### src/rtl/bin2seg_pkg.sv
// bin2seg_pkg: shared segment patterns, FSM state type and power-of-ten helper.
// Contents: SEG_DIGIT (active-low 0..9, bit0=a..bit6=g), SEG_OFF, SEG_DASH,
//           state_t {IDLE, SHIFT, UPDATE}, pow10(n).
package bin2seg_pkg;
    localparam logic [6:0] SEG_DIGIT [0:9] = '{
        7'b1000000, 7'b1111001, 7'b0100100, 7'b0110000, 7'b0011001,
        7'b0010010, 7'b0000010, 7'b1111000, 7'b0000000, 7'b0010000
    };
    localparam logic [6:0] SEG_OFF  = 7'h7F;
    localparam logic [6:0] SEG_DASH = 7'b0111111;
    typedef enum logic [1:0] {IDLE, SHIFT, UPDATE} state_t;
    function automatic logic [63:0] pow10(input int n);
        logic [63:0] r;
        r = 64'd1;
        for (int i = 0; i < n; i++) r = r * 64'd10;
        return r;
    endfunction
endpackage

### src/rtl/bin2seg_multi_seg7_nibble.sv
// seg7_nibble: combinational BCD nibble to active-low 7-segment pattern.
// Ports: i_nib (BCD nibble), i_blank (force all-off), o_seg (bit0=a..bit6=g).
module seg7_nibble
    import bin2seg_pkg::*;
(
    input  logic [3:0] i_nib,
    input  logic       i_blank,
    output logic [6:0] o_seg
);
    // Nibbles above 9 only arise from non-BCD input; show them blank.
    assign o_seg = (i_blank || i_nib > 4'd9) ? SEG_OFF : SEG_DIGIT[i_nib];
endmodule

### src/rtl/bin2seg_multi.sv
// bin2seg_multi: valid/ready binary to multi-digit active-low 7-segment driver.
// Ports: clk, rst (sync, active-high), valid_i/value_i (request), ready_o (idle),
//        done_o (1-cycle update pulse), ovf_o (value > 10^DIGITS-1),
//        seg_o (digit k at [7k+6:7k], k=0 units).
// Option: define BIN2SEG_LZ_BLANK_EN to blank leading zero digits.
module bin2seg_multi
    import bin2seg_pkg::*;
#(
    parameter int BIN_W  = 6,
    parameter int DIGITS = 2
) (
    input  logic                  clk,
    input  logic                  rst,
    input  logic                  valid_i,
    input  logic [BIN_W-1:0]      value_i,
    output logic                  ready_o,
    output logic                  done_o,
    output logic                  ovf_o,
    output logic [7*DIGITS-1:0]   seg_o
);
    localparam int CW = $clog2(BIN_W + 1);
    localparam int BW = 4 * DIGITS;
    localparam logic [63:0] LIMIT = pow10(DIGITS) - 64'd1;

    state_t              r_state;
    logic [BIN_W-1:0]    r_shreg;
    logic [BW-1:0]       r_bcd;
    logic [CW-1:0]       r_cnt;
    logic                r_ovf_pend;
    logic                r_done;
    logic                r_ovf;
    logic [7*DIGITS-1:0] r_seg;
    logic [BW-1:0]       w_adj;
    logic [7*DIGITS-1:0] w_seg;
    logic [DIGITS-1:0]   w_blank;

    genvar k;
    generate
        for (k = 0; k < DIGITS; k++) begin : g_dig
            assign w_adj[4*k+:4] = (r_bcd[4*k+:4] >= 4'd5) ? r_bcd[4*k+:4] + 4'd3 : r_bcd[4*k+:4];
`ifdef BIN2SEG_LZ_BLANK_EN
            // A digit is a leading zero when it and every higher nibble are zero.
            if (k == 0) begin : g_units
                assign w_blank[k] = 1'b0;
            end else begin : g_upper
                assign w_blank[k] = r_bcd[BW-1:4*k] == '0;
            end
`else
            assign w_blank[k] = 1'b0;
`endif
            seg7_nibble u_nib (
                .i_nib   (r_bcd[4*k+:4]),
                .i_blank (w_blank[k]),
                .o_seg   (w_seg[7*k+:7])
            );
        end
    endgenerate

    always_ff @(posedge clk) begin
        if (rst) begin
            r_state    <= IDLE;
            r_shreg    <= '0;
            r_bcd      <= '0;
            r_cnt      <= '0;
            r_ovf_pend <= 1'b0;
            r_done     <= 1'b0;
            r_ovf      <= 1'b0;
            r_seg      <= '1;
        end else begin
            r_done <= 1'b0;
            case (r_state)
                IDLE: if (valid_i) begin
                    r_shreg    <= value_i;
                    r_bcd      <= '0;
                    r_cnt      <= CW'(BIN_W);
                    r_ovf_pend <= 64'(value_i) > LIMIT;
                    r_state    <= SHIFT;
                end
                SHIFT: begin
                    // Digits that overflow out of the top nibble are dropped; ovf covers them.
                    r_bcd   <= BW'({w_adj, r_shreg[BIN_W-1]});
                    r_shreg <= r_shreg << 1;
                    r_cnt   <= r_cnt - 1'b1;
                    if (r_cnt == CW'(1)) r_state <= UPDATE;
                end
                UPDATE: begin
                    r_seg   <= r_ovf_pend ? {DIGITS{SEG_DASH}} : w_seg;
                    r_ovf   <= r_ovf_pend;
                    r_done  <= 1'b1;
                    r_state <= IDLE;
                end
                default: r_state <= IDLE;
            endcase
        end
    end

    assign ready_o = r_state == IDLE;
    assign done_o  = r_done;
    assign ovf_o   = r_ovf;
    assign seg_o   = r_seg;
endmodule

### config.mk
export PLATFORM = sky130hd
export DESIGN_NAME = bin2seg_multi
export DESIGN_NICKNAME = d
export VERILOG_FILES = /design/src/rtl/bin2seg_pkg.sv /design/src/rtl/bin2seg_multi_seg7_nibble.sv /design/src/rtl/bin2seg_multi.sv
export SDC_FILE = /design/constraint.sdc
export NUM_CORES = 1
export LEC_CHECK = 0
export ABC_CLOCK_PERIOD_IN_PS = 1800
export BUFFER_PORTS_ARGS = -buffer_cell sky130_fd_sc_hd__buf_4
export CAP_MARGIN = 5
export CORE_UTILIZATION = 56
export CTS_CLUSTER_DIAMETER = 100
export CTS_CLUSTER_SIZE = 12
export DETAILED_ROUTE_END_ITERATION = 10
export GPL_TIMING_DRIVEN = 0
export MAX_ROUTING_LAYER = met4
export PLACE_DENSITY = 0.78
export SYNTH_ARGS = -nofsm -noshare
export SYNTH_HDL_FRONTEND = slang
export SYNTH_SLANG_ARGS = --single-unit
### constraint.sdc
create_clock -name clk -period 1.8 [get_ports clk]
set_input_delay 0.09 -clock clk [delete_from_list [all_inputs] [get_ports clk]]
set_output_delay 0.09 -clock clk [all_outputs]
set_load 0.05 [all_outputs]
==> Word-level counts from Yosys, hierarchy flattened <==
Memories as Yosys holds them, arrays and structs flattened.
Cells that the tools add are included.
{ "op_classes": {"order_cmp": 6, "muxes": 18, "bitwise": 2, "reduce_logical": 4, "eq_ne": 5, "n_addsub": 3} }
{ "ops": {"columns": ["operator", "count"], "rows": [
  ["two-way mux 7 bit", 6],
  ["one-hot mux 8 bit (2 select lines)", 1],
  ["one-hot mux 6 bit (2 select lines)", 1],
  ["greater-or-equal comparator 5 bit (second input constant)", 2],
  ["inverter 4 -> 5 bit", 2],
  ["greater-or-equal comparator 4 x 3 -> 1 bit (second input constant)", 2],
  ["> comparator 4 bit (second input constant)", 2],
  ["two-way mux 8 bit", 1],
  ["two-way mux 3 bit", 2],
  ["two-way mux 6 bit", 1],
  ["one-hot mux 3 bit (2 select lines)", 1],
  ["adder 4 x 2 -> 4 bit (second input constant)", 1],
  ["two-way mux 2 bit", 2],
  ["two-way mux 4 bit", 1],
  ["inequality test 2 bit (second input constant)", 2],
  ["one-hot mux 2 bit (2 select lines)", 1],
  ["AND reduction 2 bit", 2],
  ["adder 3 x 2 -> 3 bit (second input constant)", 1],
  ["equality test 3 x 1 -> 1 bit (second input constant)", 1],
  ["subtractor 3 x 1 -> 3 bit (second input constant)", 1],
  ["equality test 2 x 1 -> 1 bit (second input constant)", 1],
  ["equality test 2 bit (second input constant)", 1],
  ["zero test 2 bit", 1],
  ["nonzero test 2 bit", 1],
  ["two-way mux 1 bit", 1]
]} }
{ "word_totals": {"mem_bits_ro": 224, "ff_bits": 34, "out_inout_bits": 17, "mem_count": 2, "word_cells": 46, "inputBits": 9} }
{ "memory_table": {"columns": ["memory", "words", "width", "read_ports", "rd_ports_with_merged_regs", "write_ports", "line_no", "rtl"], "rows": [
  ["(name not given)", 16, 7, 1, 0, 0, "bin2seg_multi_seg7_nibble.sv:11", "assign o_seg = (i_blank || i_nib > 4'd9) ? SEG_OFF : SEG_DIGIT[i_nib];"],
  ["(name not given)", 16, 7, 1, 0, 0, "bin2seg_multi_seg7_nibble.sv:11", null]
]} }

==> Longest topological paths before layout <==
Gate-level depths: netlist of run 1.
{ "depth": {"ltp_word": 5, "mapped_depth": 6, "ltp_nobuf": 6} }

==> Hierarchy <==
A second synthesis of run 1 with hierarchy kept.
{ "hier_totals": {"hier_cells": 217, "area_unflattened_um2": 1904.3} }
{ "by_module_without_submodules": {"columns": ["mod", "instances", "seq_area_each_um2", "cells_per_inst", "area_each_um2"], "rows": [
  ["bin2seg_multi", 1, 680.7, 159, 1483.9],
  ["seg7_nibble", 2, 0.0, 29, 210.2]
]} }

==> Least setup slack after synthesis of run 1 <==
No wires, ideal clock.
{ "synth_path": {"kind": "register to register", "startpoint": "register r_bcd[1]", "endpoint": "register r_bcd[2]", "slack_ps": 353, "required_ps": 1683, "arrival_time_ps": 1330, "path_buffers": 0, "path_stages_with_launch": 7, "synth_period_minus_slack_ps": 1447, "setup_ps": 117, "cell_sequence": "dfxtp_1 > inv_1 > ha_1 > nand2b_1 > a21oi_1 > mux2i_1 > a22o_1"} }
{ "synth_between": {"elab_chain_len": 3, "elab_cells_between_ends": 4, "classes_between": "add/sub: 1; order compare: 1; mux: 2"} }
{ "synth_lines": {"columns": ["item", "line_no", "rtl"], "rows": [
  ["start: declaration", "bin2seg_multi.sv:27", "logic [BW-1:0] r_bcd;"],
  ["start signal: assignment", "bin2seg_multi.sv:81", "r_bcd <= BW'({w_adj, r_shreg[BIN_W-1]});"],
  ["adder 4 x 2 -> 4 bit / greater-or-equal comparator 4 x 3 -> 1 bit (equally long branches)", "bin2seg_multi.sv:40", "assign w_adj[4*k+:4] = (r_bcd[4*k+:4] >= 4'd5) ? r_bcd[4*k+:4] + 4'd3 : r_bcd[4*k+:4];"],
  ["two-way mux 4 bit (*)", "bin2seg_multi.sv:40", null],
  ["one-hot mux 8 bit (2 select lines) (*)", "bin2seg_multi.sv:71", "case (r_state)"]
]} }
Mark *: on every way between the ends. The rest lies on a longest branch, timed or not.
A chain may end at the register's enable or synchronous reset.

==> Final worst setup path of run 1 <==
{ "layout_path": {"startpoint": "register r_bcd[0]", "endpoint": "register r_seg[3], in the netlist seg_o[3]"} }
{ "layout_between": {"elab_chain_len": 5, "elab_cells_between_ends": 6, "classes_between": "order compare: 1; mux: 3; bitwise: 1; memory: 1"} }
{ "layout_lines": {"columns": ["item", "line_no", "rtl"], "rows": [
  ["inverter 4 -> 5 bit (implied by the code)", "bin2seg_multi_seg7_nibble.sv:11", null],
  ["memory (16 x 7 bit)", null, null],
  ["two-way mux 7 bit (implied by the code) (2 in a row)", "bin2seg_multi_seg7_nibble.sv:11", null],
  ["two-way mux 7 bit (*)", "bin2seg_multi_seg7_nibble.sv:11", null],
  ["end signal: assignment", "bin2seg_multi.sv:87", "r_seg <= r_ovf_pend ? {DIGITS{SEG_DASH}} : w_seg;"],
  ["end: declaration", "bin2seg_multi.sv:32", "logic [7*DIGITS-1:0] r_seg;"]
]} }
Mark *: on every way between the ends. The rest lies on a longest branch, timed or not. The select of a mux whose other input is x is not followed.

==> results of run 1 <==
metal layers:
metal | part of all wire | up-vias | wire [um]
met3 | 0.038 | 11 | 136
met4 | 0.028 | 0 | 98
met1 | 0.49 | 673 | 1740
li1 | - | 799 | -
met5 | 0 | - | 0
met2 | 0.45 | 29 | 1590
critical path, stage by stage (launching register included):
cell and delay [ps]:
dfxtp_1 400, inv_1 150, ha_2 240, o21bai_1 100, a21oi_2 270, a21oi_1 90
or2_2 280
logic make-up after synthesis:
logic type      synth area share
compound gates             0.242
xor+xnor                 0.00991
fa+ha+maj                 0.0849
buf+inv                   0.0658
flops                      0.385
mux                       0.0226
other cells              0.00212
simple gates               0.188
state kept, by name (all words and copies together), names as in the netlist:
signal / flops
r_bcd: 8
r_shreg: 6
r_cnt: 3
r_state: 2
seg_o: 14
done_o: 1
stage by stage:
stage / hold WS [ps] / instance area [um2] / util / worst slack (ps)
after detailed placement: 466 / 2000 / 0.662 / 144
final: 147 / 2070 / 0.683 / 164
after global placement: 452 / 2000 / 0.662 / 182
after global routing: 140 / 2070 / 0.683 / 10.2
after CTS: 133 / 2060 / 0.681 / 111
after floorplan: 365 / 1770 / - / 353
cells in the mapped netlist, types with 4 or more instances:
master	n
o22ai_1	4
nor2_1	32
mux2i_1	4
nand2b_1	12
nand2_1	5
o21bai_1	5
a22o_1	4
o21ai_0	10
a21oi_1	22
clkbuf_1	5
dfxtp_1	34
ha_1	12
nand3_1	4
buf_2	9
inv_1	12
area by class of cell:
cell class              instances  share of cell area
multi-input cells             152               0.472
flip-flops and latches         34               0.329
repair buffers                 24              0.0871
plain buffers                  15              0.0345
clock buffers                   7              0.0266
well taps                      44              0.0266
inverters                      12              0.0218
clock inverters                 1             0.00242
report_power, final:
group / switching [W] / leakage, nW / internal [W] / total, W
clock: 0.000258 / 0.0353 / 0.000189 / 0.000447
sequential: 0.0000187 / 0.277 / 0.000780 / 0.000798
combinational: 0.000117 / 0.552 / 0.0000766 / 0.000193
worst max path at each step:
stage,cells past startpoint,startpoint,to,slack (ps)
finish,6,r_bcd[0]$_SDFFE_PP0P_,seg_o[3]$_SDFFE_PP1P_,160
floorplan,6,r_bcd[1]$_SDFFE_PP0P_,r_bcd[2]$_SDFFE_PP0P_,350
CTS,6,r_bcd[1]$_SDFFE_PP0P_,r_bcd[2]$_SDFFE_PP0P_,110
detailed placement,6,r_bcd[1]$_SDFFE_PP0P_,r_bcd[2]$_SDFFE_PP0P_,140
global placement,6,r_bcd[0]$_SDFFE_PP0P_,seg_o[1]$_SDFFE_PP1P_,180
global route,6,r_bcd[4]$_SDFFE_PP0P_,seg_o[13]$_SDFFE_PP1P_,10
==> summary.md, run 1 <==
| Metric | Value |
|---|---|
| Met3 Use GR | 0.0558 |
| Remaining Overflow, GRT | 0 |
| Slew Limit Fails | 0 |
| Critical path data arrival time | 1880 ps |
| Vias in the first global route | 1,374 |
| Clock latency on the worst-skew pair | 350 ps |
| DRC errors left | 0 |
| DP HPWL | roughly 2500 um |
| Gr busiest metal | met2 |
| Layout cells sized above 1 | 0.200 |
| CTS Buffer Depth | 2 |
| Seq/Total Area, Yosys | 0.385 |
| Area growth from synthesis to final layout | 17.1% |
| Total Wirelength | 3560 um |
| Initial antenna violation count | 0 |
| GRT Total Usage | 0.239 |
| FF-to-FF setup slack | 160 ps |
| Post-synth ARST share | 0 |
| Status | finished clean |
| Worst slew pin tran | 522 ps |
| Worst rel slew slack | 0.652 |
| IO Pins | 26 |
| CP Max Fanout | 7 |
| Drt first pass iters | 4 |
| Cts hold-fix bufs | 0 |
| TritonCTS clock tree | done |
| Iteration-0 DRC count of the detailed router | 56 |
| Ant. Diodes | 0 |
| Final min period | roughly 1600 ps |
| Top library cells by usage in the layout, fill and taps aside | dfxtp_1 (34), nor2_1 (32), buf_4 (25), a21oi_1 (21) |
| Met2 usage | 0.368 |
| Worst hold path depth | 3 |
| Max IR drop VDD | roughly 620 uV |
| Placed cells | 281 |
| Count of input and output buffers | 24 |
| Setup violators final | 0 |
| Core area | 3030 um2 |
| Starting Density | 0.584 |
| Layout Cells excl Fill | 289 |
| FILL cells | 263 |
| Die Ht | 58.2 um |
| Clock root buffer | clkbuf_4 |
| Clock skew | about 8.1 ps |
| R2R Path Start | r_bcd[0]$_SDFFE_PP0P_ |
| Synth area leaders | dfxtp_1 (38%), ha_1 (8.5%), nor2_1 (6.8%) |
| Crit path capture type | flop |
| Req. time, crit path | between 2000 and 2500 ps |
| Row cnt | 20 |
| Synth warn | 0 |
| Nets | 265 |
| Total CTS buffers | 5 |
| Post-synth top flop | dfxtp_1 |
| Antenna-violating nets left | 0 |
| Setup crit start kind | flop |
| Die width | 58.2 um |
| Worst min path class | input pin to flop |
| Vias per cell | ~5.2 |
| Post-CTS Setup Bufs | 0 |
| Sum Neg Setup Slack | 0 ps |
| P per Cell Area | between 600 and 700 nW/um2 |
| Synth top area share | 0.385 |
| Mapped Area | 1770 um2 |
| Post-synth top area cell | dfxtp_1 |
| Worst R2R End | seg_o[3]$_SDFFE_PP1P_ |
| Total power | around 0.0014 W |
| Hold-critical path endpoint | r_state[1]$_SDFFE_PP0P_ |
| Worst Reg2Reg Path Length in Cells | 6 |
| Post-synth EDFFs | 0 |
| Kind of critical path | flop to flop |
| Area occupied by multi-input gates | just under 1000 um2 |
| RSZ-0062 raised after global routing | no |
| Maximum operating frequency | approximately 0.61 GHz |
| Mapped Cells | 213 |
| WL/cell | 12.3 um |
| Final Hold Vio Count | 0 |
| Distinct cells, synth | 38 |
| Most common cell after layout, fill and taps aside | dfxtp_1 |
| Final Cycle Share | 0.909 |
| Syn Nets | 234 |
| First-pass GRT wire length | 5870 um |
| Hold_sp | rst |
| Syn avg cell area | 8.30 um2 |
| Clock transition at path regs | roughly 100 ps |
| Lkg Pwr | ~0.87 nW |
| Via count | 1,512 |
| GP Congestion | around 0.86 |
| Max H-tree Level | 2 |
| Max cap viols | 0 |
| Post-cts sizing count | 0 |
| #FFs+latches synth | 34 |
| M1 GR Usage | 0.282 |
| Largest net degree at the start of global routing | 11 |
| Register area | just under 700 um2 |
| Die area | 3390 um2 |
| CTS Sinks | 34 |
Power figures use the tool's default switching activity.
==> inputs of run 2 (changes only) <==
- ABC_AREA: default -> 1
- PLACE_DENSITY: 0.78 -> 0.79
==> run 2 against run 1 <==
Against the previous run:
- the flow now finishes with violations (design-rule violations)
- highest routed layer unchanged
- synthesized cell count is 14% higher
- clock skew is 2.6 ps higher
- sequential share of layout area is 0.44 points higher
- first-iteration DRC count is 48% higher
- fmax is 5.2% higher
- sequential cell count stayed put
- global-route usage is 0.31 points lower
- synthesized area is 1.6% lower
- critical path type unchanged
==> summary.md, run 2 <==
| Metric | Value |
|---|---|
| Layout cells sized above 1 | 0.181 |
| Clock power frac | 0.310 |
| Max IR drop VDD | 596 uV |
| Die area | 3330 um2 |
| Max H-tree Level | 2 |
| Mapped Area | 1740 um2 |
| CTS Buffer Depth | 2 |
| Reg power frac | 0.551 |
| Max cap viols | 0 |
| Synth area leaders | dfxtp_1 (39%), nand2_1 (14%), ha_1 (8.6%) |
| Hold_sp | value_i[3] |
| Clock latency on the worst-skew pair | 340 ps |
| Distinct cells, synth | 28 |
| Core area | roughly 2900 um2 |
| Most frequent cell after synthesis | nand2_1 |
| Final min period | between 1500 and 2000 ps |
| Post-synth top flop | dfxtp_1 |
| Most common cell after layout, fill and taps aside | nand2_1 |
| Max reg flops | 14 |
| Lkg Pwr | 0.950 nW |
| Clock root buffer | clkbuf_4 |
| Remaining Overflow, GRT | 0 |
| Status | complete, but fails checks |
| Worst R2R End | seg_o[6]$_SDFFE_PP1P_ |
| Most frequent cells after synthesis | nand2_1 (66), dfxtp_1 (34), inv_1 (26) |
| R2R Path Start | r_bcd[1]$_SDFFE_PP0P_ |
| DRC errors left | 6 |
| Mapped Cells | 243 |
| Worst hold path depth | 3 |
| Critical path data arrival time | 1780 ps |
| Seq/Total Area, Yosys | 0.391 |
| Setup violators final | 0 |
| Req. time, crit path | 2030 ps |
| Sum Neg Setup Slack | 0 ps |
| #FFs+latches synth | 34 |
| Kind of critical path | flop to flop |
| Syn Nets | 264 |
| Total CTS buffers | 5 |
| Combinational share of power | 0.140 |
| Largest net degree at the start of global routing | 12 |
| Vias per cell | 5.19 |
| CTS Sinks | 34 |
| Iteration-0 DRC count of the detailed router | between 80 and 90 |
| Nets | 297 |
| RSZ-0062 raised after global routing | no |
| Failing checks | design-rule violations |
| IO Pins | 26 |
| Antenna-violating nets left | 0 |
| Synth warn | 0 |
| Ant. Diodes | 0 |
| GRT Total Usage | 0.236 |
| P per Cell Area | 712 nW/um2 |
| Synth top area share | 0.391 |
| Syn avg cell area | 7.16 um2 |
| Top library cells by usage in the layout, fill and taps aside | nand2_1 (66), dfxtp_1 (34), buf_4 (26), inv_1 (25), a21oi_1 (20) |
| Clock transition at path regs | 100 ps |
| P_int | 0.00104 W |
| Die Ht | a little under 60 um |
| Post-DP Area | just under 2000 um2 |
| Post-route cell area | around 2000 um2 |
| Setup crit start kind | flop |
| WL/cell | roughly 11 um |
| TritonCTS clock tree | done |
| Initial antenna violation count | 0 |
| Hold-critical path endpoint | r_shreg[3]$_SDFFE_PP0P_ |
| Via count | 1,597 |
| Post-synth EDFFs | 0 |
| Row cnt | 19 |
| Die width | about 58 um |
| GP Congestion | slightly below 0.9 |
| Total Wirelength | 3460 um |
| Drt first pass iters | 7 |
| FF-to-FF setup slack | around 240 ps |
| Starting Density | 0.610 |
| DP HPWL | 2530 um |
| Final Hold Vio Count | 0 |
| Clock skew | 10.7 ps |
| Slew Limit Fails | 0 |
| Count of input and output buffers | 24 |
| First-pass GRT wire length | between 5000 and 6000 um |
| Post-synth top area cell | dfxtp_1 |
| Final Cycle Share | 0.864 |
| Worst Reg2Reg Path Length in Cells | 9 |
| Vias in the first global route | about 1,400 |
| Crit path capture type | flop |
| Post-synth ARST share | 0 |
| Worst min path class | input pin to flop |
| Sw Share | 0.283 |
| CP Max Fanout | 6 |
| Net Switching | 0.000412 W |
| Area growth from synthesis to final layout | 17.4% |
| Maximum operating frequency | 0.643 GHz |
-- run 2: changes by cell type in the layout (fill, tap and decap cells not counted), moves of 5 or more --
cell / previous run / this run
nand2_1: 5 / 66
nor2_1: 32 / 16
inv_1: 12 / 25
nand3_1: 4 / 17
nand2b_1: 12 / 0
buf_2: 9 / 3
o21ai_0: 10 / 16
o21bai_1: 5 / 0
-- run 2: layout make-up --
type	count	area [um2]
timing repair buffer	26	200
multi-input combinational	170	891
sequential	34	681
buffer	9	52.6
inverter	30	115
fill	269	811
clock inverter	2	12.5
tap	31	38.8
clock buffer	6	51.3
-- run 2: cell families after synthesis --
group,synth area share
buf+inv,0.0964
other cells,0.00216
simple gates,0.276
compound gates,0.148
fa+ha+maj,0.0863
flops,0.391
-- run 2: through the flow --
stage | worst slack, ps | cells | utilization | power [W] | hold WS [ps]
finish | 245 | 308 | 0.716 | 0.00145 | 37.7
global placement | 297 | 298 | 0.686 | 0.00101 | 306
global route | 36.0 | 308 | 0.716 | 0.00153 | 34.6
detailed placement | 295 | 298 | 0.686 | 0.00102 | 308
CTS | 260 | 307 | 0.712 | 0.00146 | 3.53
floorplan | 250 | 243 | - | 0.000960 | 168
-- run 2: per-layer routing --
layer  up-vias  part of all wire  global-route usage
li1        853                 -                   -
met1       697              0.47               0.300
met2        43              0.47               0.347
met3         4             0.052              0.0536
met4         0            0.0098               0.129
met5         -                 0                   -
-- run 2: how the worst max path moves through the flow --
stage	endpoint	start	cells past startpoint	slack [ps]
2_1_floorplan	r_bcd[0]$_SDFFE_PP0P_	r_state[0]$_SDFFE_PP0P_	7	250
3_3_place_gp	seg_o[2]$_SDFFE_PP1P_	r_bcd[0]$_SDFFE_PP0P_	9	300
3_5_place_dp	seg_o[0]$_SDFFE_PP1P_	r_bcd[0]$_SDFFE_PP0P_	9	300
4_1_cts	seg_o[6]$_SDFFE_PP1P_	r_bcd[0]$_SDFFE_PP0P_	9	260
5_1_grt	seg_o[5]$_SDFFE_PP1P_	r_bcd[1]$_SDFFE_PP0P_	9	40
6_report	seg_o[6]$_SDFFE_PP1P_	r_bcd[1]$_SDFFE_PP0P_	9	240
-- run 2: power by group through the flow --
stage / logic [W] / clock network (W) / registers, W
2_1_floorplan: 0.000131 / 0 / 0.000828
4_1_cts: 0.000202 / 0.000458 / 0.000801
3_3_place_gp: 0.000195 / 0 / 0.000816
3_5_place_dp: 0.000199 / 0 / 0.000818
6_report: 0.000203 / 0.000450 / 0.000801
5_1_grt: 0.000226 / 0.000502 / 0.000805
-- run 2: what timing repair did --
item	4_1_cts	5_1_grt
gates resized for setup	0	1
setup endpoints to repair	0	1
setup buffers	0	0
hold buffers	1	1
hold endpoints to repair	2	1
-- run 2: worst max-delay path, stage by stage (launching register included) --
cell	delay, ps
dfxtp_1	350
inv_1	170
ha_1	190
inv_1	50
nor2_1	130
inv_1	70
nand2_1	110
nand2_1	160
o22ai_1	150
nand2_1	60
